File: src/rtl/flex_pts_tx.sv
// rtl/flex_pts_tx.sv - Parallel-to-serial frame transmitter with one-word holding buffer
// Frames are start(0), NUM_BITS data bits, stop(1); every bit is advanced by shift_enable.
module flex_pts_tx #(
  parameter int NUM_BITS  = 8,
  parameter bit SHIFT_MSB = 1'b1
) (
  input  logic                clk,
  input  logic                rst,
  input  logic                shift_enable,
  input  logic                tx_valid,
  input  logic [NUM_BITS-1:0] tx_data,
  output logic                tx_ready,
  output logic                serial_out,
  output logic                tx_busy,
  output logic                tx_done
);

  localparam int CNT_W = (NUM_BITS > 2) ? $clog2(NUM_BITS) : 1;
  localparam logic [CNT_W-1:0] LAST_BIT = CNT_W'(NUM_BITS - 1);

  typedef enum logic [1:0] {IDLE, START, DATA, STOP} state_t;

  state_t              state;
  logic [NUM_BITS-1:0] buffer;
  logic [NUM_BITS-1:0] shreg;
  logic                buffer_full;
  logic [CNT_W-1:0]    bit_cnt;
  logic                accept;

  assign tx_ready = !buffer_full;
  assign tx_busy  = (state != IDLE);
  assign accept   = tx_valid && !buffer_full;

  // The bit to put on the line next sits at the shift end of the register.
  function automatic logic head(input logic [NUM_BITS-1:0] w);
    return SHIFT_MSB ? w[NUM_BITS-1] : w[0];
  endfunction

  function automatic logic [NUM_BITS-1:0] advance(input logic [NUM_BITS-1:0] w);
    return SHIFT_MSB ? {w[NUM_BITS-2:0], 1'b0} : {1'b0, w[NUM_BITS-1:1]};
  endfunction

  always_ff @(posedge clk) begin
    if (rst) begin
      state       <= IDLE;
      serial_out  <= 1'b1;
      tx_done     <= 1'b0;
      buffer_full <= 1'b0;
      bit_cnt     <= '0;
      buffer      <= '0;
      shreg       <= '0;
    end else begin
      tx_done <= 1'b0;
      // accept needs an empty buffer, so it never collides with a buffer load below
      if (accept) begin
        buffer      <= tx_data;
        buffer_full <= 1'b1;
      end
      case (state)
        IDLE: begin
          serial_out <= 1'b1;
          if (buffer_full) begin
            shreg       <= buffer;
            buffer_full <= 1'b0;
            state       <= START;
            serial_out  <= 1'b0;
          end
        end
        START: begin
          if (shift_enable) begin
            state      <= DATA;
            bit_cnt    <= '0;
            serial_out <= head(shreg);
            shreg      <= advance(shreg);
          end
        end
        DATA: begin
          if (shift_enable) begin
            if (bit_cnt < LAST_BIT) begin
              serial_out <= head(shreg);
              shreg      <= advance(shreg);
              bit_cnt    <= bit_cnt + CNT_W'(1);
            end else begin
              state      <= STOP;
              serial_out <= 1'b1;
            end
          end
        end
        STOP: begin
          if (shift_enable) begin
            tx_done <= 1'b1;
            // chain straight into the next start bit when a word is already waiting
            if (buffer_full) begin
              shreg       <= buffer;
              buffer_full <= 1'b0;
              state       <= START;
              serial_out  <= 1'b0;
            end else begin
              state      <= IDLE;
              serial_out <= 1'b1;
            end
          end
        end
        default: begin
          state      <= IDLE;
          serial_out <= 1'b1;
        end
      endcase
    end
  end

endmodule
File: config.mk
export PLATFORM = sky130hd
export DESIGN_NAME = flex_pts_tx
export DESIGN_NICKNAME = d
export VERILOG_FILES = /design/src/rtl/flex_pts_tx.sv
export SDC_FILE = /design/constraint.sdc
export NUM_CORES = 1
export LEC_CHECK = 0
export ABC_AREA = 0
export CORE_UTILIZATION = 55
export CTS_CLUSTER_SIZE = 14
export DETAILED_ROUTE_END_ITERATION = 8
export PLACE_DENSITY = 0.89
export SLEW_MARGIN = 10
export SYNTH_ARGS = -nofsm -noshare
export SYNTH_HDL_FRONTEND = slang
export SYNTH_SLANG_ARGS = --single-unit
File: constraint.sdc
create_clock -name clk -period 3.04 [get_ports clk]
set_clock_uncertainty 0.15 [all_clocks]
set_input_delay 0.912 -clock clk [delete_from_list [all_inputs] [get_ports clk]]
set_output_delay 0.912 -clock clk [all_outputs]
set_load 0.01 [all_outputs]
==> metrics.txt, run 1 <==
status=complete, no violations; CTS Buf Count=3; Setup crit start kind=register; Remaining Overflow, GRT=0; post-route minimum period=2.751 ns; ys flop type=dfxtp_1; Synth Cell Area=1166 um^2; Routed WL=2238 um; register bit total from synthesis=24; Avg WL per Cell=13.32 um; share of layout cells above drive strength 1=0.07801; Total Power=1.178 mW; Final Slew Violations=0; hpwl dp=1605 um; sequential area share after synthesis=0.4120; Final ANT Viol Nets=0; largest net degree at the start of global routing=17; Worst Path Arrival=1.69 ns; Pre-Repair DR Iteration Count=4; Hold-fix buffers, CTS=0; Vias=935; Setup violations, final=0; setup TNS=0 ns; r2r setup slk=0.46 ns; post-synth top area cell=dfxtp_1; initial antenna violation count=0; Synth Warn #=0; first-pass GRT wire length=3463 um; Starting DRT DRC Count=29; Worst-Skew Late Latency=0.33 ns; Max-cap violations=0; top cell type's share of synthesized area=0.4120; reg2reg path depth=6; Die Wd=48.05 um; hold_sp=shreg[0]; H-tree Lvls=1; GRT Util Overall=0.2196; TritonCTS clock tree=built; hold path depth=2; CORE AREA=1982 um^2; number of buffers added on ports=15; Reg clk slew, reported paths=0.14 ns; Nets=161; Avg Inst Size Synth=9.329 um^2; CP max FO=6; reg2reg start=state[1]; Synth cell types=31; worst setup path category=reg -> out; R2R Path End=shreg[2]; RSZ-0062 raised after global routing=false; maximum clock rate=0.3635 GHz; Clock Path Buffers=2; Syn Inst Count=125; die footprint=2308 um^2; number of synthesized flops with an enable pin=0; Static Leak=0.5516 nW; CTS Root Cell=clkbuf_4; asr flop ratio synth=0; Worst Setup SP=state[1]; Rows=16; Post-Syn Nets=144; PwrDens=844.5 nW/um^2; Via density=5.565; Min-Delay Path Class=reg -> reg; CP endpoint kind=output port; slew margin rel.=0.5920; gpl congestion=0.8111; Residual DRC=0; Syn-to-layout area delta=19.64%; IR drop worst, VDD=709.2 uV; n_diodes=0; post-cts repair resize count=0; CTS sink cnt=24; die height=48.05 um; Starting Density=0.5884; worst slew pin tran=0.6100 ns; Hold Path Sink=shreg[0]; required time of the critical path=1.98 ns; final worst path period share=0.9049; synth top area cells=dfxtp_1, mux2i_1, nor2_1; Final Hold Fails=0; Top-Level Pins=16; vias in the first global route=838; Post-CTS Repair Setup Buffers=0
## worst max-delay path, cell delays in order (launching register included)
cell and delay, ns:
dfxtp_1 0.45, inv_1 0.12, ha_1 0.21, inv_1 0.06, clkdlybuf4s50_1 0.52
## cell usage in the layout, fill, tap and decap left out
| master | Yosys | routed |
|---|---|---|
| nor2_1 | 24 | 24 |
| dfxtp_1 | 24 | 24 |
| mux2i_1 | 16 | 16 |
| clkdlybuf4s50_1 | 0 | 15 |
| inv_1 | 7 | 7 |
| a21oi_1 | 7 | 7 |
| ha_1 | 7 | 7 |
| a211oi_1 | 5 | 5 |
| nand2b_1 | 3 | 3 |
| nand2_1 | 3 | 3 |
| clkbuf_4 | 0 | 3 |
| buf_4 | 0 | 3 |
| nand3_1 | 2 | 2 |
| nor2b_1 | 2 | 2 |
| a211oi_2 | 2 | 2 |
| a31oi_1 | 2 | 2 |
| nand4_1 | 1 | 1 |
| o21a_1 | 1 | 1 |
| and2_1 | 1 | 1 |
| or3_4 | 1 | 1 |
| and4_1 | 1 | 1 |
| o221ai_1 | 1 | 1 |
| a21o_1 | 1 | 1 |
| a221o_1 | 1 | 1 |
| a211oi_4 | 1 | 1 |
| or2b_1 | 1 | 1 |
| nor3_1 | 1 | 1 |
| a41oi_1 | 1 | 1 |
| nand3b_1 | 1 | 1 |
| or3_1 | 1 | 1 |
| o31ai_1 | 1 | 1 |
| bufinv_16 | 0 | 1 |
## cell type report
| cell class | count | area (um^2) |
|---|---|---|
| multi-input cells | 88 | 629.4 |
| repair buffers | 18 | 172.7 |
| well taps | 27 | 33.78 |
| fillers | 136 | 586.8 |
| clock inverters | 1 | 30.03 |
| clock buffers | 3 | 22.52 |
| inverters | 7 | 26.28 |
| flip-flops and latches | 24 | 480.5 |
## report_power, final
group | internal [mW] | switching [mW]
clock network | 0.133 | 0.101
registers | 0.377 | 0.0447
logic | 0.243 | 0.278
total | 0.754 | 0.424
## routing by layer
layer,vias to the layer above,wire [um],part of all wire,global-route usage
met3,4,67,0.030,0.04528
met2,21,1088,0.49,0.3568
met1,440,1054,0.47,0.2719
met4,0,28,0.013,0.1167
met5,-,0,0,0
li1,470,-,-,-
## flip-flops by register name, summed over array words and instances (netlist names)
signal and cells:
serial_out 1, buffer 8, state 2, tx_done 1, buffer_full 1, bit_cnt 3, shreg 8
## logic make-up (layout without fill, tap and decap cells)
family | after synthesis | after routing | synth area share
simple gates | 42 | 42 | 0.1728
fa+ha+maj | 7 | 7 | 0.07510
buf+inv | 13 | 29 | 0.04828
mux | 16 | 16 | 0.1373
flops | 24 | 24 | 0.4120
compound gates | 23 | 23 | 0.1545
## worst max path at each step
stage / to / slack (ns) / cells after the start
after floorplan: state[0] / 1.00 / 6
final: tx_busy / 0.29 / 4
after global placement: shreg[7] / 0.43 / 5
after CTS: tx_busy / 0.29 / 4
after detailed placement: shreg[2] / 0.26 / 5
after global routing: tx_busy / 0.21 / 4
## metrics by stage
| step | setup WS (ns) | area (um^2) | hold WS [ns] | std cells | util |
|---|---|---|---|---|---|
| 2_1_floorplan | 1.004 | 1166 | 0.2958 | 125 | - |
| 3_3_place_gp | 0.4290 | 1343 | 0.3070 | 164 | 0.6774 |
| 3_5_place_dp | 0.2591 | 1343 | 0.3205 | 164 | 0.6774 |
| 4_1_cts | 0.2929 | 1395 | 0.3405 | 168 | 0.7039 |
| 5_1_grt | 0.2071 | 1395 | 0.3783 | 168 | 0.7039 |
| 6_report | 0.2892 | 1395 | 0.3474 | 168 | 0.7039 |
## synth_stat cells (2+ instances only)
master and instances:
nand2b_1 3, clkbuf_1 4, dfxtp_1 24, nor2b_1 2
ha_1 7, inv_1 7, nand2_1 3, mux2i_1 16
nand3_1 2, a211oi_2 2, a31oi_1 2, nor2_1 24
a211oi_1 5, a21oi_1 7
Power figures use the tool's default switching activity.
==> inputs of run 2 (changes only) <==
Settings changed: CORE_UTILIZATION 55 to 57, PLACE_DENSITY 0.89 to 0.92.
==> run 2 against run 1 <==
- core utilization grew 6.5 points
- largest cell class unchanged
- clock power barely moved
- hold slack improved by 0.0020 ns
==> metrics.txt, run 2 (synthesized netlist as in run 1, its figures left out) <==
worst setup path category=reg -> out; Routed WL=2283 um (+2.0%); Worst Path Arrival=1.69 ns (about the same); post-cts repair resize count=0 (unchanged); Max-cap violations=0 (unchanged); first-pass GRT wire length=3760 um (+8.6%); Setup crit start kind=register; H-tree Lvls=1 (unchanged); Final ANT Viol Nets=0 (unchanged); Vias=960 (+2.7%); TritonCTS clock tree=built; Fillers=128 (-5.9%); RSZ-0062 raised after global routing=false; Largest regs=buffer: 8 flops, shreg: 8 flops, bit_cnt: 3 flops; maximum clock rate=0.3633 GHz (about the same); Post-CTS Repair Setup Buffers=0 (unchanged); Static Leak=0.5570 nW (+0.98%); Syn-to-layout area delta=20.06%; required time of the critical path=1.98 ns (about the same); n_diodes=0 (unchanged); Avg WL per Cell=13.67 um (+2.6%); Rows=15 (-1); Nets=162 (+0.62%); Final Slew Violations=0 (unchanged); slew margin rel.=0.7724 (+0.1804); IR drop worst, VDD=625.0 uV (-12%); reg2reg start=state[1]; CTS sink cnt=24 (unchanged); die footprint=2231 um^2 (-3.4%); CTS Root Cell=clkbuf_4; Setup violations, final=0 (unchanged); Clock Path Buffers=2 (unchanged); Hold WS=0.3494 ns (+0.002040 ns); Worst-Skew Late Latency=0.32 ns (about the same); die height=47.23 um (-1.7%); Residual DRC=0 (unchanged); Starting DRT DRC Count=22 (-24%); post-route minimum period=2.752 ns (+0.001438 ns); number of buffers added on ports=15 (unchanged); share of layout cells above drive strength 1=0.08451 (+0.006493); Die Wd=47.23 um (-1.7%); Non-Filler Instances=167 (-0.60%); Final Hold Fails=0 (unchanged); final worst path period share=0.9054 (about the same); worst slew pin tran=0.3403 ns (-0.2698 ns); hold_sp=buffer[0]; vias in the first global route=927 (+11%); CORE AREA=1821 um^2 (-8.1%); CP max FO=6 (unchanged); largest net degree at the start of global routing=17 (unchanged); GRT Util Overall=0.2435 (+0.02391); initial antenna violation count=0 (unchanged); CTS Buf Count=3 (unchanged); Hold-fix buffers, CTS=0 (unchanged); Reg clk slew, reported paths=0.13 ns (about the same); Top-Level Pins=16 (unchanged); Pre-Repair DR Iteration Count=4 (unchanged); CP endpoint kind=output port; storage element area=480.5 um^2 (unchanged); gpl congestion=0.8090 (-0.26%); status=complete, no violations; Remaining Overflow, GRT=0 (unchanged); Min-Delay Path Class=reg -> reg; dpl cells=163 (-0.61%); Starting Density=0.6405 (+0.05217); setup TNS=0 ns (unchanged); multi-input logic area=629.4 um^2 (unchanged); PwrDens=863.2 nW/um^2 (+2.2%); most frequent cells in the layout=nor2_1, dfxtp_1, mux2i_1; Via density=5.749 (+3.3%); Worst Setup SP=state[1]; hpwl dp=1628 um (+1.4%)
run 2: cell types whose count changed in the layout (fill, tap and decap cells not counted), sizes merged:
cell	previous run	this run
buf	3	4
run 2: worst paths after layout:
kind / endpoint / slack [ns] / depth (start not counted)
min reg2reg: shreg[0] / 0.35 / 2
min: shreg[0] / 0.35 / 2
max: tx_busy / 0.29 / 4
max reg2reg: shreg[3] / 0.75 / 7
run 2: area by class of cell:
| cell class | count | area share |
|---|---|---|
| inverter | 7 | 0.01877 |
| timing repair buffer | 19 | 0.1287 |
| sequential | 24 | 0.3432 |
| tap | 25 | 0.02234 |
| clock buffer | 3 | 0.01609 |
| multi-input combinational | 88 | 0.4495 |
| clock inverter | 1 | 0.02145 |
run 2: where the power goes:
part	internal, mW	leakage (nW)	total [mW]	switching, mW
sequential	0.377	0.197	0.422	0.0445
clock	0.133	0.0279	0.233	0.0996
combinational	0.258	0.332	0.554	0.296
run 2: metal layers:
| metal | routed length (um) | GRT usage | vias up |
|---|---|---|---|
| met1 | 986 | 0.2874 | 447 |
| met4 | 50 | 0.1429 | 0 |
| met5 | 0 | 0 | - |
| li1 | - | - | 466 |
| met2 | 1130 | 0.4164 | 38 |
| met3 | 115 | 0.03462 | 9 |
run 2: worst max-delay path: stages, from the launching register on:
cell and delay [ns]:
dfxtp_1 0.46, inv_1 0.12, ha_1 0.21, inv_1 0.05, clkdlybuf4s50_1 0.52
run 2: per-stage QoR:
stage / instance area, um^2 / power, mW / setup WS (ns) / util
finish: 1400 / 1.209 / 0.2877 / 0.7691
global route: 1400 / 1.280 / 0.1847 / 0.7691
global placement: 1348 / 0.9383 / 0.4749 / 0.7402
floorplan: 1166 / 0.8377 / 1.004 / -
CTS: 1400 / 1.209 / 0.2890 / 0.7691
detailed placement: 1348 / 0.9722 / 0.4175 / 0.7402
==> inputs of run 3 (changes only) <==
Settings changed: CORE_MARGIN set to 4.
==> run 3 against run 2 <==
- sequential share of layout area is 0.061 points lower
- highest routed layer unchanged
- critical path depth unchanged
- hold slack lost 0.0099 ns
- clock power barely moved
- die area is 27% higher
- register-to-register slack improved by 0.04 ns
==> metrics.txt, run 3 (synthesized netlist as in run 1, its figures left out) <==
status=complete, no violations; Post-CTS Repair Setup Buffers=0 (unchanged); n_diodes=0 (unchanged); Starting DRT DRC Count=15 (-32%); Rows=16 (+1); Final ANT Viol Nets=0 (unchanged); r2r setup slk=0.79 ns (+0.04 ns); power share of the combinational group=0.458 (about the same); worst setup path category=reg -> out; dpl ws=0.3862 ns (-0.03129 ns); first-pass GRT wire length=3912 um (+4.0%); die footprint=2833 um^2 (+27%); Post-DP Area=1350 um^2 (+0.19%); GRT Util Overall=0.1847 (-0.05875); Clock Path Buffers=2 (unchanged); Static Leak=0.5570 nW (unchanged); die height=53.23 um (+13%); gpl congestion=0.7856 (-2.9%); reg2reg start=state[1]; Max-cap violations=0 (unchanged); Starting Density=0.5944 (-0.04616); Min-Delay Path Class=reg -> reg; CTS Buf Count=3 (unchanged); setup TNS=0 ns (unchanged); hold_sp=shreg[0]; Worst Path Arrival=1.70 ns (about the same); maximum clock rate=0.3623 GHz (-0.29%); TritonCTS clock tree=built; hold path depth=2 (unchanged); hpwl dp=1707 um (+4.9%); Remaining Overflow, GRT=0 (unchanged); final worst path period share=0.9080 (+0.002599); slew margin rel.=0.8074 (+0.03501); PwrDens=859.0 nW/um^2 (-0.48%); number of buffers added on ports=15 (unchanged); Worst-Skew Late Latency=0.32 ns (about the same); Total Power=1.205 mW (-0.30%); Power Internal=0.7693 mW (about the same); Final Hold Fails=0 (unchanged); post-cts repair resize count=0 (unchanged); initial antenna violation count=0 (unchanged); Nets=162 (unchanged); Hold-fix buffers, CTS=0 (unchanged); Core Util, Final=0.7149 (-0.05415); largest net degree at the start of global routing=19 (+2); Via density=5.544 (-3.6%); Flop pwr share=0.350 (about the same); post-route minimum period=2.760 ns (+0.007901 ns); RSZ-0062 raised after global routing=false; vias in the first global route=907 (-2.2%); most frequent cell on the critical path=inv_1; Hold Path Sink=shreg[0]; Routed WL=2315 um (+1.4%); Setup violations, final=0 (unchanged); share of layout cells above drive strength 1=0.08451 (unchanged); CTS sink cnt=24 (unchanged); CTS Root Cell=clkbuf_4; Worst Setup SP=state[1]; Avg WL per Cell=13.70 um (+0.20%); IR drop worst, VDD=761.1 uV (+22%); reg2reg path depth=6 (-1); Top-Level Pins=16 (unchanged); Pre-Repair DR Iteration Count=4 (unchanged); most frequent cells in the layout=nor2_1, dfxtp_1, mux2i_1; CP endpoint kind=output port; H-tree Lvls=1 (unchanged); Vias=937 (-2.4%); Finished Cell Area=1403 um^2 (+0.18%); Reg clk slew, reported paths=0.13 ns (about the same); Syn-to-layout area delta=20.28%; worst slew pin tran=0.2878 ns (-0.05251 ns); CORE AREA=1962 um^2 (+7.8%); CP max FO=6 (unchanged); Slowest cell on crit path=clkdlybuf4s50_1; Residual DRC=0 (unchanged); Final Slew Violations=0 (unchanged); CP Cell Sequence=inv_1, ha_1, inv_1, clkdlybuf4s50_1; Die Wd=53.23 um (+13%); R2R Path End=state[0]; NetSw=0.4356 mW (-0.92%); PnR worst setup slack=0.2798 ns (-0.007901 ns); Clock power frac=0.193 (about the same); switching part of the total=0.3615 (-0.002273); Largest regs=buffer: 8 flops, shreg: 8 flops, bit_cnt: 3 flops; Setup crit start kind=register; slowest stage delay, CP=0.53 ns (about the same); required time of the critical path=1.98 ns (about the same)
## run 3: cell counts in the layout (fill, tap and decap cells not counted)
Identical to the previous run, type by type.
## run 3: how the worst max path moves through the flow
stage,endpoint,slack [ns],depth (start not counted)
final,tx_busy,0.28,4
after global routing,tx_busy,0.20,4
after CTS,tx_busy,0.28,4
after detailed placement,state[0],0.39,5
after global placement,state[0],0.48,5
after floorplan,state[0],1.00,6
## run 3: through the flow
stage               hold slack [ns]  instances
floorplan                    0.2958        125
global placement             0.3033        165
detailed placement           0.3168        165
CTS                          0.3364        169
global route                 0.3719        169
finish                       0.3395        169
## run 3: power groups by stage
| stage | registers (mW) | clock network [mW] | logic [mW] |
|---|---|---|---|
| detailed placement | 0.428 | 0 | 0.547 |
| global placement | 0.423 | 0 | 0.518 |
| floorplan | 0.419 | 0 | 0.419 |
| global route | 0.428 | 0.250 | 0.609 |
| finish | 0.422 | 0.232 | 0.551 |
| CTS | 0.420 | 0.235 | 0.553 |
## run 3: cell type report
class / count / area [um^2]
timing repair buffer: 19 / 180.2
sequential: 24 / 480.5
clock buffer: 3 / 22.52
multi-input combinational: 88 / 629.4
clock inverter: 1 / 30.03
fill: 155 / 559.3
tap: 27 / 33.78
inverter: 7 / 26.28
## run 3: critical path, delay by kind of cell, from the launching register on
kind / cells / cell delay (ns)
adder cells (fa/ha/maj): 1 / 0.22
buffers and inverters: 3 / 0.70
flip-flops: 1 / 0.46
## run 3: metal layers
| layer | vias up | wire (um) | track usage |
|---|---|---|---|
| li1 | 473 | - | - |
| met1 | 444 | 1047 | 0.2249 |
| met4 | 0 | 28 | 0.05532 |
| met2 | 16 | 1172 | 0.3286 |
| met5 | - | 0 | 0 |
| met3 | 4 | 67 | 0.02817 |
